<file path="src/rtl/serial_adder.sv">
// Bit-serial WIDTH-bit adder sequencing one full-adder cell, LSB first.
// Optional two's-complement overflow output enabled by defining SERIAL_ADDER_OVF_EN.

module full_adder (
    input  logic x,
    input  logic y,
    input  logic c_i,
    output logic sum,
    output logic c_o
);
    assign sum = x ^ y ^ c_i;
    assign c_o = (x & y) | (c_i & (x ^ y));
endmodule

module serial_adder #(
    parameter int WIDTH = 8
) (
    input  logic             CLK,
    input  logic             RST,
    input  logic             START,
    input  logic [WIDTH-1:0] A,
    input  logic [WIDTH-1:0] B,
    input  logic             C_IN,
    output logic             BUSY,
    output logic             DONE,
    output logic [WIDTH-1:0] SUM,
    output logic             C_OUT
`ifdef SERIAL_ADDER_OVF_EN
    ,
    output logic             OVF
`endif
);
    localparam int CNT_W = (WIDTH > 2) ? $clog2(WIDTH) : 1;

    typedef enum logic [1:0] {
        ST_IDLE   = 2'd0,
        ST_SHIFT  = 2'd1,
        ST_FINISH = 2'd2
    } state_t;

    state_t             state_q, state_d;
    logic [WIDTH-1:0]   a_sr_q, a_sr_d;
    logic [WIDTH-1:0]   b_sr_q, b_sr_d;
    logic [WIDTH-1:0]   sum_q, sum_d;
    logic [CNT_W-1:0]   cnt_q, cnt_d;
    logic               carry_q, carry_d;
    logic               c_out_q, c_out_d;
    logic               busy_q, busy_d;
    logic               done_q, done_d;
    logic               ovf_q, ovf_d;
    logic               fa_sum_s, fa_co_s;

    full_adder u_fa (
        .x   (a_sr_q[0]),
        .y   (b_sr_q[0]),
        .c_i (carry_q),
        .sum (fa_sum_s),
        .c_o (fa_co_s)
    );

    // Next-state and datapath; BUSY/DONE are decoded from the next state so they register glitch-free.
    always_comb begin
        state_d = state_q;
        a_sr_d  = a_sr_q;
        b_sr_d  = b_sr_q;
        sum_d   = sum_q;
        cnt_d   = cnt_q;
        carry_d = carry_q;
        c_out_d = c_out_q;
        ovf_d   = ovf_q;
        busy_d  = 1'b0;
        done_d  = 1'b0;
        case (state_q)
            ST_IDLE: begin
                if (START) begin
                    a_sr_d  = A;
                    b_sr_d  = B;
                    carry_d = C_IN;
                    cnt_d   = {CNT_W{1'b0}};
                    sum_d   = {WIDTH{1'b0}};
                    c_out_d = 1'b0;
                    ovf_d   = 1'b0;
                    state_d = ST_SHIFT;
                    busy_d  = 1'b1;
                end else begin
                    state_d = ST_IDLE;
                end
            end
            ST_SHIFT: begin
                sum_d   = {fa_sum_s, sum_q[WIDTH-1:1]};
                a_sr_d  = {1'b0, a_sr_q[WIDTH-1:1]};
                b_sr_d  = {1'b0, b_sr_q[WIDTH-1:1]};
                carry_d = fa_co_s;
                cnt_d   = cnt_q + {{(CNT_W-1){1'b0}}, 1'b1};
                // On the MSB edge the carry flop still holds the carry into the MSB.
                if (cnt_q == CNT_W'(WIDTH - 1)) begin
                    c_out_d = fa_co_s;
                    ovf_d   = carry_q ^ fa_co_s;
                    state_d = ST_FINISH;
                    done_d  = 1'b1;
                end else begin
                    state_d = ST_SHIFT;
                    busy_d  = 1'b1;
                end
            end
            ST_FINISH: begin
                state_d = ST_IDLE;
            end
            default: begin
                state_d = ST_IDLE;
            end
        endcase
    end

    // State register with synchronous reset.
    always_ff @(posedge CLK) begin
        if (RST) begin
            state_q <= ST_IDLE;
            a_sr_q  <= {WIDTH{1'b0}};
            b_sr_q  <= {WIDTH{1'b0}};
            sum_q   <= {WIDTH{1'b0}};
            cnt_q   <= {CNT_W{1'b0}};
            carry_q <= 1'b0;
            c_out_q <= 1'b0;
            ovf_q   <= 1'b0;
            busy_q  <= 1'b0;
            done_q  <= 1'b0;
        end else begin
            state_q <= state_d;
            a_sr_q  <= a_sr_d;
            b_sr_q  <= b_sr_d;
            sum_q   <= sum_d;
            cnt_q   <= cnt_d;
            carry_q <= carry_d;
            c_out_q <= c_out_d;
            ovf_q   <= ovf_d;
            busy_q  <= busy_d;
            done_q  <= done_d;
        end
    end

    assign BUSY  = busy_q;
    assign DONE  = done_q;
    assign SUM   = sum_q;
    assign C_OUT = c_out_q;
`ifdef SERIAL_ADDER_OVF_EN
    assign OVF   = ovf_q;
`else
    logic unused_ovf_s;
    assign unused_ovf_s = ovf_q;
`endif
endmodule
</file>
<file path="config.mk">
export PLATFORM = sky130hd
export DESIGN_NAME = serial_adder
export DESIGN_NICKNAME = d
export VERILOG_FILES = /design/src/rtl/serial_adder.sv
export SDC_FILE = /design/constraint.sdc
export NUM_CORES = 1
export LEC_CHECK = 0
export BUFFER_PORTS_ARGS = -buffer_cell sky130_fd_sc_hd__buf_4
export CAP_MARGIN = 10
export CELL_PAD_IN_SITES_DETAIL_PLACEMENT = 0
export CELL_PAD_IN_SITES_GLOBAL_PLACEMENT = 1
export CORE_ASPECT_RATIO = 1.2
export CORE_MARGIN = 8
export CORE_UTILIZATION = 42
export DETAILED_ROUTE_END_ITERATION = 10
export PLACE_DENSITY_LB_ADDON = 0.1
export SLEW_MARGIN = 25
export SYNTH_ARGS = -nofsm -noshare
export SYNTH_HDL_FRONTEND = slang
export SYNTH_SLANG_ARGS = --single-unit
</file>
<file path="constraint.sdc">
create_clock -name CLK -period 3.2 [get_ports CLK]
set_input_delay 0.96 -clock CLK [delete_from_list [all_inputs] [get_ports CLK]]
set_output_delay 0.96 -clock CLK [all_outputs]
set_load 0.03 [all_outputs]
</file>
* Yosys cells after proc, flatten, opt, wreduce, memory -nomap -nowiden
Index checks and enable logic that the tools add are counted.
Storage, ports and cells: logic and storage cells 45, RAM bits 0, memory bits (read-only) 0, bits of input ports 20, memories 0, latch bits 0, register bits 33
Operators by class: bitwise operators 6, magnitude comparators 0, equality and inequality tests 4, muxes and demuxes 20, reduce and logical (&&, ||, !) cells 5, shift-type cells 0, multiply operators 0, $add $sub $neg 1, div/mod/pow operators 0
Operators with widths (count):
- $pmux W8 S2 | 3
- $mux W8 | 3
- $mux W1 | 7
- $pmux W1 S2 | 3
- $pmux W3 S2 | 1
- $ne A2 B2 Y1 const B | 2
- $pmux W2 S2 | 1
- $add A3 B1 Y3 const B | 1
- $eq A3 B3 Y1 const B | 1
- $mux W3 | 1
- $reduce_and A3 Y1 | 1
- $and A1 B1 Y1 | 2
- $eq A2 B1 Y1 const B | 1
- $logic_not A2 Y1 | 1
- $mux W2 | 1
- $reduce_and A2 Y1 | 1
- $reduce_bool A2 Y1 | 1
- $reduce_or A2 Y1 | 1
- $xor A1 B1 Y1 | 2
- $not A1 Y1 | 1
- $or A1 B1 Y1 | 1

* Depth between registers and ports, before layout
Gate-level depths: netlist of the first run.
depth after elaboration 5, mapped depth 5, depth with buffers taken out 5

* Cells and area by module
From an unflattened synthesis of the first run, not the netlist that was laid out.
Second synthesis, totals: cells, all modules 134, area total of the unflattened synthesis 1457.6 um^2
By module, submodules not included:
- serial_adder | times used 1, area an instance 1437.6 um^2, cells each 133, sequential area each 640.6 um^2
- full_adder | times used 1, area an instance 20.0 um^2, cells each 1, sequential area each 0.0 um^2

* Worst setup path before layout of the first run
No wires, ideal clock.
path type input-to-reg, start point input START, end point register c_out_q (netlist: C_OUT), library setup time 0.071 ns, setup slack 1.494 ns, arrival time 1.635 ns, cell stages on the path 4, cells stage by stage o21bai_1 -> buf_2 -> nand2_1 -> a21oi_1
On the way: longest elaborated chain between the ends 2
RTL lines:
- start: declaration | RTL line 20 | input logic START,
- $ne A2 B2 Y1 (no line)
- $reduce_and A3 Y1 (no line)
- end signal: assignment | RTL line 135 | c_out_q <= c_out_d;
- end: declaration | RTL line 47 | logic c_out_q, c_out_d;
No other way between the ends. A chain may end at the register's enable or synchronous reset.

==> reports/results.ini, run 1 <==
[outcome]
outcome = completed

[grt]
grt_pass1_wl_mm = 4.82
grt.overflow.total = 0
grt_pass1_vias = 1120
grt_max_degree = 33
antenna_found_initial = 0
grt.total_usage = 0.117

[synthesis]
post_synth.cell_area_avg_um2 = 9.80
ys_warn_count = 0
synth_cell_types = 23
synth_area_um2 = 1330
ys_seq_area_frac = 0.481
synth_fp_nets = 159
ys_seq_elements = 32
syn_inst = 136

[worst_setup_path]
critPathRequiredTime_ps = 2240
crit_path_top_delay_cell = dfxtp_1
crit_buf_inv = 1
critPathLaunchType = flip-flop
path_cells = buf_4
crit_path_max_incr_delay_ps = 480
critPathMaxFanout = 8
critPathArrivalTime_ps = 1020
path_delay_family = flip-flops
critPathKind = reg -> out
crit_path_end_kind = primary output

[routing]
first_pass_iters = 4
wl_met2_mm = 1.43
first_iter_violations = 38
ant_nets = 0
drcViolationCount = 0
dr_wl_met3_um = 162
via_per_inst = 5.42
wirelength_mm = 2.85
wire_per_inst_um = 14.2
wl_met1_mm = 1.19
highest_layer = met4
num_vias = 1090

[clock_network]
htree_levels = 2
cts-root-buf = clkbuf_4
cts.sinks = 32
cts_buffer_depth = 2
cts_buffers = 5
clk_pin_slew_ps = 100
ctsHoldBuffers = 0
clock_latency_ps = 330
cts_tree = yes
cts_setup_buffers = 0
ctsResizeCount = 0

[sta]
worstMarginPinSlew_ps = 869
post-route-period-util = 0.619
fin_ws_ps = 1220
max_freq_mhz = 505
finalHoldViolCount = 0
rsz0062_at_grt = false
finalSetupTns_ps = 0
period_needed_ps = 1980
relSlewSlack = 0.421
fin_skew_ps = 8.84
setup_viol = 0
slew_violations = 0

[floorplan]
rows = 22
die-height_um = 77.7
die_w_um = 67.4
start_util = 0.436
die_area_um2 = 5240
core_um2 = 3060
boundaryPins = 31

[place]
place_congestion = 0.700
preCtsSetupSlack_ps = 892
dpl-instance-area_um2 = 1540
numPortBuffers = 30
placed_cells = 193
dp_hpwl_mm = 1.98

[final_layout]
fin_cells = 201
drive_gt1_frac = 0.248
mostFrequentLayoutCells = dfxtp_1 (32), buf_4 (31), nor2_1 (28)
final_nets = 187
antennaDiodeCount = 0
design_area_um2 = 1610
area_delta_synth_final_pct = 20.7
fin_util = 0.526
mostFrequentLayoutCell = dfxtp_1

[flow_run]
drv_cap = 0

[power]
irDropWorstVdd_uv = 307
power_density_nw_per_um2 = 489
p_leak_nw = 0.716

[hold_path]
hp-class = reg -> reg

-- tightest hold or removal path, delay by kind of cell (launching register included) --
family,cells,cell delay (ps)
flip-flops,1,340
AND/OR/NAND/NOR,1,60
AO/OA/AOI/OAI,1,50
-- per-layer routing --
metal,global-route usage,vias to the layer above
met3,0.0417,7
met2,0.194,27
met4,0.0566,0
li1,-,537
met1,0.127,519
met5,0,-
-- registers in the layout, summed over array words and instances (netlist names) --
signal   flops
C_OUT        1
DONE         1
SUM          8
a_sr_q       8
b_sr_q       8
carry_q      1
cnt_q        3
state_q      2
-- kinds of logic after synthesis --
family                   count (synthesis)  synth area share
buffers and inverters                   16            0.0667
AO/OA/AOI/OAI                           33             0.183
adder cells (fa/ha/maj)                  3            0.0338
multiplexers                            15             0.113
AND/OR/NAND/NOR                         37             0.123
flip-flops                              32             0.481
-- cell type report --
type | instances | area [µm²]
fill | 307 | 1450
tap | 36 | 45.0
clock buffer | 6 | 51.3
multi-input combinational | 88 | 606
sequential | 32 | 641
inverter | 6 | 22.5
clock inverter | 2 | 10.0
timing repair buffer | 31 | 233
-- final timing paths --
kind,startpoint,to,slack [ps],depth (start not counted)
worst min-delay path,C_OUT,C_OUT,490,2
worst min register to register,C_OUT,C_OUT,490,2
worst max register to register,state_q[1],a_sr_q[0],1480,3
worst max-delay path,state_q[0],BUSY,1220,1
-- cells in the mapped netlist --
cell | count | area (µm²)
nor3_1 | 1 | 5.00
a22oi_1 | 11 | 82.6
clkbuf_1 | 4 | 15.0
a211oi_1 | 14 | 105
inv_1 | 6 | 22.5
and2b_2 | 1 | 8.76
nor2_1 | 28 | 105
buf_12 | 1 | 20.0
buf_2 | 4 | 20.0
a21oi_1 | 3 | 15.0
nor3b_1 | 3 | 22.5
nand2_1 | 1 | 3.75
buf_6 | 1 | 11.3
a2bb2oi_1 | 2 | 17.5
o21a_1 | 1 | 7.51
mux2i_1 | 15 | 150
nor2b_1 | 1 | 6.26
dfxtp_1 | 32 | 641
a32oi_1 | 1 | 8.76
fa_1 | 1 | 20.0
o21bai_1 | 1 | 7.51
nand2b_1 | 2 | 12.5
ha_1 | 2 | 25.0
-- stage by stage --
step | hold WS (ps) | power, W
2_1_floorplan | 470 | 0.000522
3_3_place_gp | 461 | 0.000554
3_5_place_dp | 483 | 0.000559
4_1_cts | 496 | 0.000801
5_1_grt | 529 | 0.000833
6_report | 491 | 0.000786
-- power breakdown --
group          switching [W]  internal (W)  leakage (nW)  total, W
clock network       0.000133      0.000104        0.0380  0.000237
registers          0.0000142      0.000421         0.262  0.000436
logic              0.0000596     0.0000534         0.415  0.000113
No activity file was read; power rests on OpenSTA's default activity.
==> inputs of run 2 (changes only) <==
ABC_AREA = 1   (was not set)
CORE_UTILIZATION = 34   (was 42)
clock period = 1.8 ns   (was 3.2 ns; I/O delays follow)
==> reports/results.ini, run 2 <==
[outcome]
outcome = completed

[sta]
period_needed_ps = 1540
post-route-period-util = 0.855
relSlewSlack = 0.846
worstMarginPinSlew_ps = 230
fin_skew_ps = 6.28
setup_viol = 0
max_freq_mhz = 650
slew_violations = 0
fin_ws_ps = 261
finalHoldViolCount = 0
finalSetupTns_ps = 0
rsz0062_at_grt = false

[worst_setup_path]
critPathKind = reg -> out
critPathArrivalTime_ps = 1000
path_cells = buf_4 -> buf_4
critPathLaunchType = flip-flop
crit_path_top_delay_cell = dfxtp_1
cpMostUsedCell = buf_4
critPathMaxFanout = 12
crit_path_max_incr_delay_ps = 330
crit_path_end_kind = primary output
critPathRequiredTime_ps = 1260

[clock_network]
cts-root-buf = clkbuf_8
ctsResizeCount = 0
clock_latency_ps = 280
cts_buffer_depth = 2
ctsHoldBuffers = 0
cts_buffers = 5
htree_levels = 2
cts_tree = yes
cts_setup_buffers = 0
clk_pin_slew_ps = 70
cts.sinks = 32

[synthesis]
async_reset_ff_frac = 0
synth-compound-area-share = 0.0626
synth.top_cell.area_share = 0.421
ys_top_cells_by_count = nand2_1 (53), dfxtp_1 (32), inv_1 (29)
ys_seq_area_frac = 0.421
synthFlopType = dfxtp_1
synth_area_leaders = dfxtp_1 (42%), nand2_1 (13%), nand3_1 (7.9%)
synth-edff-count = 0
synth-xor-area-share = 0
synth_area_um2 = 1520
synthAdderAreaFrac = 0.0296
synth.most_common_cell = nand2_1
synth_cell_types = 23
synth_top_family_by_area = simple AND/OR/NAND/NOR gates
ys_seq_elements = 32
synth_fp_nets = 244
synth_top_area_cell = dfxtp_1
ys_warn_count = 0
synth-simple-area-share = 0.360
syn_inst = 221
post_synth.cell_area_avg_um2 = 6.88
synth.mux.area_fraction = 0

[power]
power.switching_w = 0.000421
power.internal_w = 0.00112
p_leak_nw = 0.912
irDropWorstVdd_uv = 433
power_density_nw_per_um2 = 819
p_clk_frac = 0.342
comb_power_share = 0.162
swShare = 0.274
seqPwrFrac = 0.496

[routing]
wire_per_inst_um = 11.6
first_iter_violations = 92
wirelength_mm = 3.59
ant_nets = 0
num_vias = 1402
drcViolationCount = 0
first_pass_iters = 4
via_per_inst = 4.54

[place]
preCtsSetupSlack_ps = 351
place_congestion = 0.706
dp_hpwl_mm = 2.56
numPortBuffers = 30

[final_layout]
mostFrequentLayoutCells = nand2_1 (53), buf_4 (37), dfxtp_1 (32)
area_delta_synth_final_pct = 23.4
fill_cells = 502
antennaDiodeCount = 0
drive_gt1_frac = 0.198
multi_input_area_um2 = 687
final_nets = 276
mostFrequentLayoutCell = nand2_1
regArea_um2 = 641

[grt]
grt_max_degree = 20
grt_pass1_wl_mm = 6.11
grt_pass1_vias = 1384
grt.overflow.total = 0
antenna_found_initial = 0
grt.total_usage = 0.112

[floorplan]
start_util = 0.354
die_area_um2 = 6880
core_um2 = 4290
die_w_um = 77.0
rows = 26
die-height_um = 89.3
boundaryPins = 31

[hold_path]
hp-class = reg -> reg

[flow_run]
drv_cap = 0

==> run 2: cells by family (layout without fill, tap and decap cells) <==
kind of cell / after synthesis / count (layout)
flops: 32 / 32
simple gates: 123 / 123
fa+ha+maj: 3 / 3
compound gates: 19 / 19
buf+inv: 44 / 76
==> run 2: path summary, 6_finish.rpt <==
kind                                 start  endpoint  slack (ps)  cells past startpoint
worst max-delay path            state_q[0]      BUSY         260                      2
worst min-delay path              cnt_q[0]  cnt_q[0]         460                      1
worst max register to register     carry_q    SUM[7]         410                      4
worst min register to register    cnt_q[0]  cnt_q[0]         460                      1
==> run 2: power by group through the flow <==
| stage | clock network (W) | registers (W) | logic (W) |
|---|---|---|---|
| finish | 0.000525 | 0.000763 | 0.000249 |
| global route | 0.000583 | 0.000767 | 0.000287 |
| CTS | 0.000545 | 0.000763 | 0.000254 |
| detailed placement | 0 | 0.000779 | 0.000253 |
| global placement | 0 | 0.000778 | 0.000255 |
| floorplan | 0 | 0.000786 | 0.000162 |
==> run 2: cell type report <==
class	instances	share of cell area
multi-input combinational	145	0.366
timing repair buffer	37	0.148
tap	56	0.0374
inverter	32	0.0654
clock inverter	1	0.00267
clock buffer	6	0.0387
sequential	32	0.342
==> run 2: routing by layer <==
layer  track usage  share of wire  vias to the layer above  wire [µm]
li1              -              -                      750          -
met1         0.121           0.45                      626       1610
met2         0.196           0.50                       24       1810
met3        0.0433          0.042                        2        151
met4        0.0412         0.0050                        0         18
met5             0              0                        -          0
==> run 2: through the flow <==
step           cells  power [W]   util  hold WS [ps]  instance area (µm²)
2_1_floorplan    221   0.000948      -           428                 1520
3_3_place_gp     302    0.00103  0.419           468                 1800
3_5_place_dp     302    0.00103  0.419           449                 1800
4_1_cts          309    0.00156  0.437           467                 1880
5_1_grt          309    0.00164  0.437           478                 1880
6_report         309    0.00154  0.437           464                 1880
==> run 2: critical path: cells and delay by family (launching register included) <==
kind	cells	cell delay (ps)
buf+inv	2	390
flops	1	330
==> inputs of run 3 (changes only) <==
BUFFER_PORTS_ARGS = not set   (was -buffer_cell sky130_fd_sc_hd__buf_4)
CORE_UTILIZATION = 39   (was 34)
DONT_BUFFER_PORTS = 1   (was not set)
==> reports/results.ini, run 3 (same netlist as run 2, synthesis figures left out) <==
[grt]
antenna_found_initial = 0
grt_pass1_vias = 1256
grt_max_degree = 20
grt.overflow.total = 0
grt.total_usage = 0.125
grt_pass1_wl_mm = 6.09

[final_layout]
multi_input_area_um2 = 687
final_nets = 244
regArea_um2 = 641
fill_cells = 440
mostFrequentLayoutCells = nand2_1 (53), dfxtp_1 (32), inv_1 (29)
antennaDiodeCount = 0
mostFrequentLayoutCell = nand2_1
drive_gt1_frac = 0.0811
design_area_um2 = 1650
area_delta_synth_final_pct = 8.23

[worst_setup_path]
critPathRequiredTime_ps = 1260
crit_path_max_incr_delay_ps = 440
crit_buf_inv = 1
crit_path_top_delay_cell = dfxtp_1
r2r_slack_ps = 420
critPathMaxFanout = 14
critPathLaunchType = flip-flop
path_cells = buf_4
crit_path_end_kind = primary output
path_delay_family = flip-flops
critPathArrivalTime_ps = 1020
critPathKind = reg -> out

[floorplan]
die_area_um2 = 6160
die_w_um = 73.0
start_util = 0.395
rows = 25
boundaryPins = 31
core_um2 = 3850
die-height_um = 84.4

[sta]
holdWs_ps = 321
relSlewSlack = 0.742
fin_skew_ps = 5.37
finalHoldViolCount = 0
worstMarginPinSlew_ps = 386
max_freq_mhz = 640
post-route-period-util = 0.868
slew_violations = 0
period_needed_ps = 1560
rsz0062_at_grt = false
finalSetupTns_ps = 0
setup_viol = 0

[power]
fin_total_pwr_w = 0.00153
irDropWorstVdd_uv = 483
power_density_nw_per_um2 = 933
p_leak_nw = 0.756

[routing]
first_iter_violations = 89
wire_per_inst_um = 12.8
wirelength_mm = 3.54
first_pass_iters = 4
num_vias = 1306
drcViolationCount = 0
ant_nets = 0
via_per_inst = 4.73

[place]
dpl-instance-area_um2 = 1560
place_congestion = 0.761
numPortBuffers = 0
dp_hpwl_mm = 2.47

[clock_network]
cts_setup_buffers = 0
cts-root-buf = clkbuf_8
htree_levels = 2
cts_buffers = 5
clk_pin_slew_ps = 70
cts.sinks = 32
clock_latency_ps = 280
cts_buffer_depth = 2
ctsHoldBuffers = 0
ctsResizeCount = 0
cts_tree = yes

[hold_path]
hp-class = in -> reg

[flow_run]
drv_cap = 0

[outcome]
outcome = completed

## run 3: changes by cell type in the layout (fill, tap and decap cells not counted)
| cell | before | now |
|---|---|---|
| clkbuf_1 | 1 | 2 |
| clkbuf_8 | 5 | 6 |
| clkinv_2 | 1 | 0 |
| buf_4 | 37 | 5 |
## run 3: layout make-up
cell class                      count  area share
Clock buffer                        8      0.0548
Sequential cell                    32       0.389
Inverter                           32      0.0745
Timing Repair Buffer                5      0.0228
Tap cell                           54      0.0411
Multi-Input combinational cell    145       0.417
## run 3: per-stage QoR
step	instances	setup WS, ps	utilization
final	276	237	0.428
after global routing	276	173	0.428
after CTS	276	219	0.428
after detailed placement	268	411	0.404
after global placement	268	410	0.404
after floorplan	221	490	-
## run 3: layer usage
| metal | part of all wire | GRT usage | vias to the layer above |
|---|---|---|---|
| met2 | 0.46 | 0.189 | 27 |
| met5 | 0 | 0 | - |
| met3 | 0.084 | 0.0572 | 2 |
| met4 | 0.0031 | 0.0383 | 0 |
| li1 | - | - | 686 |
| met1 | 0.45 | 0.151 | 591 |
## run 3: worst paths after layout
path / cells past startpoint / end / startpoint
worst min register to register: 1 / cnt_q[0] / cnt_q[0]
worst max register to register: 7 / b_sr_q[2] / state_q[1]
worst max-delay path: 1 / BUSY / state_q[0]
worst min-delay path: 1 / a_sr_q[7] / RST
## run 3: power by group
part,total (W),switching [W],internal [W]
clock network,0.000574,0.000262,0.000312
logic,0.000188,0.000119,0.0000690
registers,0.000773,0.0000251,0.000748
total,0.00153,0.000406,0.00113
